`config.mk`:
```
export PLATFORM = sky130hd
export DESIGN_NAME = timer_controller
export DESIGN_NICKNAME = d
export VERILOG_FILES = /design/src/rtl/timer_controller.sv
export SDC_FILE = /design/constraint.sdc
export NUM_CORES = 1
export LEC_CHECK = 0
export CORE_MARGIN = 2
export CORE_UTILIZATION = 57
export CTS_CLUSTER_DIAMETER = 60
export DETAILED_ROUTE_END_ITERATION = 7
export PLACE_DENSITY_LB_ADDON = 0.1
export RECOVER_POWER = 25
export SLEW_MARGIN = 30
export SYNTH_ARGS = -nofsm -noshare
export SYNTH_HDL_FRONTEND = slang
export SYNTH_SLANG_ARGS = --single-unit
```
`constraint.sdc`:
```
create_clock -name clk -period 4.4 [get_ports clk]
set_clock_uncertainty 0.1 [all_clocks]
set_input_delay 1.1 -clock clk [delete_from_list [all_inputs] [get_ports clk]]
set_output_delay 1.1 -clock clk [all_outputs]
set_load 0.005 [all_outputs]
```
`src/rtl/timer_controller.sv`:
```
// timer_controller: keypad entry, load and tick gating for the microwave mm:ss down-counter chain.
// Every output is a register so the counter chain sees clean, glitch-free strobes.
module timer_controller #(
    parameter int TICK_DIV = 100
) (
    input  logic        clk,
    input  logic        rst,
    input  logic        key_valid,
    input  logic [3:0]  key_code,
    input  logic        start,
    input  logic        stop_clear,
    input  logic        door_open,
    input  logic        time_zero,
    output logic        load,
    output logic [15:0] load_digits,
    output logic        cnt_enablen,
    output logic        magnetron_on,
    output logic        done,
    output logic [2:0]  state_dbg
);
    localparam int PW = (TICK_DIV > 2) ? $clog2(TICK_DIV) : 1;
    localparam logic [PW-1:0] LAST = PW'(TICK_DIV - 1);

    typedef enum logic [2:0] {
        IDLE  = 3'd0,
        ENTRY = 3'd1,
        COOK  = 3'd2,
        PAUSE = 3'd3,
        DONE  = 3'd4
    } state_t;

    state_t        state, nxt;
    logic [15:0]   entry, entry_nxt, digits_nxt;
    logic [PW-1:0] presc, presc_nxt;
    logic          door_q, load_nxt, tick, digit;

    assign digit = key_valid && (key_code <= 4'd9);
    assign state_dbg = state;

    // Lower-priority inputs are shadowed: stop_clear > door_open > start > key_valid.
    always_comb begin
        nxt        = state;
        entry_nxt  = entry;
        presc_nxt  = presc;
        load_nxt   = 1'b0;
        digits_nxt = load_digits;
        case (state)
            IDLE: begin
                if (!stop_clear && !door_open && !start && digit) begin
                    entry_nxt = {entry[11:0], key_code};
                    nxt       = ENTRY;
                end
            end
            ENTRY: begin
                if (stop_clear) begin
                    entry_nxt = '0;
                    nxt       = IDLE;
                end else if (door_open) begin
                    nxt = ENTRY;
                end else if (start) begin
                    if (entry != '0) begin
                        load_nxt   = 1'b1;
                        digits_nxt = entry;
                        presc_nxt  = '0;
                        nxt        = COOK;
                    end
                end else if (digit) begin
                    entry_nxt = {entry[11:0], key_code};
                end
            end
            COOK: begin
                if (stop_clear || door_open)
                    nxt = PAUSE;
                else if (time_zero)
                    nxt = DONE;
                else
                    presc_nxt = (presc == LAST) ? '0 : presc + 1'b1;
            end
            PAUSE: begin
                if (stop_clear) begin
                    load_nxt   = 1'b1;
                    digits_nxt = '0;
                    entry_nxt  = '0;
                    nxt        = IDLE;
                end else if (!door_open && start) begin
                    nxt = COOK;
                end
            end
            DONE: begin
                if (key_valid || stop_clear || (door_open && !door_q) || start) begin
                    entry_nxt = '0;
                    nxt       = IDLE;
                end
            end
            default: nxt = IDLE;
        endcase
        tick = (state == COOK) && (nxt == COOK) && (presc == LAST);
    end

    always_ff @(posedge clk or negedge rst) begin
        if (!rst) begin
            state        <= IDLE;
            entry        <= '0;
            presc        <= '0;
            door_q       <= 1'b0;
            load         <= 1'b0;
            load_digits  <= '0;
            cnt_enablen  <= 1'b1;
            magnetron_on <= 1'b0;
            done         <= 1'b0;
        end else begin
            state        <= nxt;
            entry        <= entry_nxt;
            presc        <= presc_nxt;
            door_q       <= door_open;
            load         <= load_nxt;
            load_digits  <= digits_nxt;
            cnt_enablen  <= !tick;
            magnetron_on <= (nxt == COOK);
            done         <= (nxt == DONE);
        end
    end
endmodule

```
==> summary.md <==
| Metric | Value |
|---|---|
| CTS tree | built |
| Clock Sinks | 47 |
| Final Cycle Share | between 70% and 80% |
| Post-Synth Simple-Gate Area | 24.6% |
| Resize count post-CTS | 0 |
| Remaining antenna violation count after routing | 0 |
| WP data required | 4.44 ns |
| Post-synth EDFFs | 0 |
| Clock slew at reported path FFs | 0.09 ns |
| GRT overflow | 0 |
| Failing checks | max-capacitance violations, max-slew violations |
| Hold Path Class | register to register |
| First-pass GRT wire length | 7700 um |
| Nets | 272 |
| Met3 routed WL | 218 um |
| Vias in the first global route | 1655 |
| Post-synth cell types | 37 |
| Post-layout minimum cycle time | between 3 and 4 ns |
| Fmax achieved | between 300 and 400 MHz |
| P_leak | 1.16 nW |
| Post-Route M1 WL | roughly 1900 um |
| Core Footprint | 3690 um^2 |
| Post-synthesis compound-gate area fraction | 18.7% |
| Avg Inst Size Synth | 9.67 um^2 |
| Yosys warns | 0 |
| CP arrival | 3.13 ns |
| PwrDens | 532 nW/um^2 |
| Dpl cells | 301 |
| Initial antenna violation count | 0 |
| Most common cell after layout, fill and taps aside | nand2_1 |
| FFs w/ async S/R, synth | 100% |
| Total CTS buffers | 5 |
| Worst setup SP type | input port |
| Hold wc startpoint | presc[1] |
| Routability cong. | slightly below 0.8 |
| VDD IR-drop max | about 0.22 mV |
| Layout area overhead | 20.4% |
| H-tree levels | 2 |
| Global Route Usage Sum | 23.3% |
| Final setup viols | 0 |
| Syn Nets | 241 |
| Cell Count, Final, Fillers Out | 309 |
| Crit path kind | input port to register |
| Diodes inserted | 0 |
| R2R depth | 5 |
| Seq/Total Area, Yosys | 53.2% |
| DRT Wirelength | 4360 um |
| Routed length per placed instance | around 14 um |
| Fin util | 72.2% |
| Xor and xnor area share after synthesis | 0% |
| Dpl ws | between 1 and 1.5 ns |
| Most frequent cells in the layout | 69 x nand2_1, 46 x dfrtp_1, 32 x clkdlybuf4s50_1 |
| Max Cap Viol | 1 |
| Die height | around 66 um |
| Status | finished with violations |
| Largest family of logic cells by synthesized area | simple AND/OR/NAND/NOR gates |
| Skew-Pair Late Insertion Delay | 0.30 ns |
| Largest net degree at the start of global routing | 48 |
| Crit end category | register |
| Io pins | 34 |
| Port Buf Inserts | 33 |
| Post-CTS setup buffers | 0 |
| RSZ-0062 raised after global routing | false |
| Worst hold endpoint | presc[1] |
| Cells after Synth | 229 |
| Row count | 22 |
| Worst r2r src | entry[10] |
| Mux share of post-synthesis cell area | 0% |
| #FFs+latches synth | 47 |
| Final hold vios | 0 |
| Critical Path Fanout Max | 32 |
| Post-DR vias/cell | 5.53 |
| Max transition margin | -61.8% |
| R2r setup slk | 2.15 ns |
| Full die area | 4400 um^2 |
| Fin Setup TNS | 0 ns |
| Post-route setup slack | 1.32 ns |
| DRC viols | 0 |
| DRC marker count from the first detailed-route iteration | 143 |
| Hold depth | 2 |
| Via count | approximately 1700 |
| Longest Clk Path Bufs | 2 |
| Top Metal Used | met4 |
| Initial Utilization | 60.0% |
| Share of layout cells above drive strength 1 | about 14% |
| Root buffer cell | clkbuf_8 |
| Slew Viols, Final | 48 |
| DP HPWL | about 3000 um |
| Post-CTS Hold Buffers | 0 |
| Detail Route met2 WL | 2160 um |
| Adder-cell area share of the yosys netlist | 0.565% |
| Most used DFF post-synth | dfrtp_1 |
| Tightest Pin Transition | 2.43 ns |
| Mapped cell area | 2210 um^2 |
| Die width | 66.3 um |
| Reg-to-reg endpoint | load |
| Drt pass-1 iters | 4 |
cells by family after synthesis:
group | after synthesis
simple gates | 112
compound gates | 57
flops | 47
fa+ha+maj | 1
buf+inv | 12
worst max-delay path by stage:
stage | start | end | slack (ns) | cells past startpoint
after floorplan | stop_clear | presc[6] | 1.97 | 5
after global placement | door_open | entry[8] | 1.08 | 5
after detailed placement | door_open | entry[5] | 1.06 | 5
after CTS | door_open | entry[5] | 1.37 | 5
after global routing | rst | presc[3] | 0.80 | 1
final | door_open | entry[9] | 1.32 | 5
layer usage:
| metal | vias to the layer above | global-route usage (%) |
|---|---|---|
| met4 | 0 | 8.42 |
| met2 | 45 | 37.8 |
| met5 | - | 0 |
| met1 | 806 | 30.1 |
| li1 | 848 | - |
| met3 | 10 | 6.13 |
worst max-delay path, cell delays in order:
cell	delay, ns
clkdlybuf4s50_1	0.56
nor2b_1	0.22
o41ai_1	0.23
and3_1	0.79
o21ai_0	0.22
where the power goes:
part	switching (mW)	leakage, nW	internal [mW]
Sequential	0.117	0.629	0.563
Combinational	0.213	0.488	0.250
Clock	0.146	0.0474	0.128
layout make-up:
class | instances | area [um^2]
clock buffer | 6 | 82.6
clock inverter | 2 | 16.3
fill | 298 | 1020
inverter | 1 | 3.75
multi-input combinational | 170 | 985
sequential | 47 | 1180
tap | 48 | 60.1
timing repair buffer | 35 | 339
stage by stage:
step           hold WS, ns  power [mW]  area, um^2
2_1_floorplan        0.363       0.934        2210
3_3_place_gp         0.390        1.14        2560
3_5_place_dp         0.395        1.16        2570
4_1_cts              0.414        1.43        2670
5_1_grt              0.437        1.52        2660
6_report             0.404        1.42        2660
state kept, by name, indices dropped and copies added, names as in the netlist:
| register | cells |
|---|---|
| magnetron_on | 1 |
| state_dbg | 3 |
| door_q | 1 |
| done | 1 |
| presc | 7 |
| load | 1 |
| load_digits | 16 |
| cnt_enablen | 1 |
| entry | 16 |
Yosys cell counts (all sizes together), types with 2 or more instances:
cell	instances	area share, %
a21oi	5	1.1
and3	3	0.85
buf	4	1.6
clkbuf	7	1.2
dfrtp	46	52
nand2	69	12
nand2b	5	1.4
nand3	4	0.90
nand3b	2	0.68
nand4b	2	0.79
nor2	8	1.4
nor2b	6	2.0
nor3b	2	0.68
nor4	2	0.57
o21ai	43	12
o31ai	3	1.2
o41ai	3	2.0
or4	4	1.7
No activity file was read; power rests on OpenSTA's default activity.
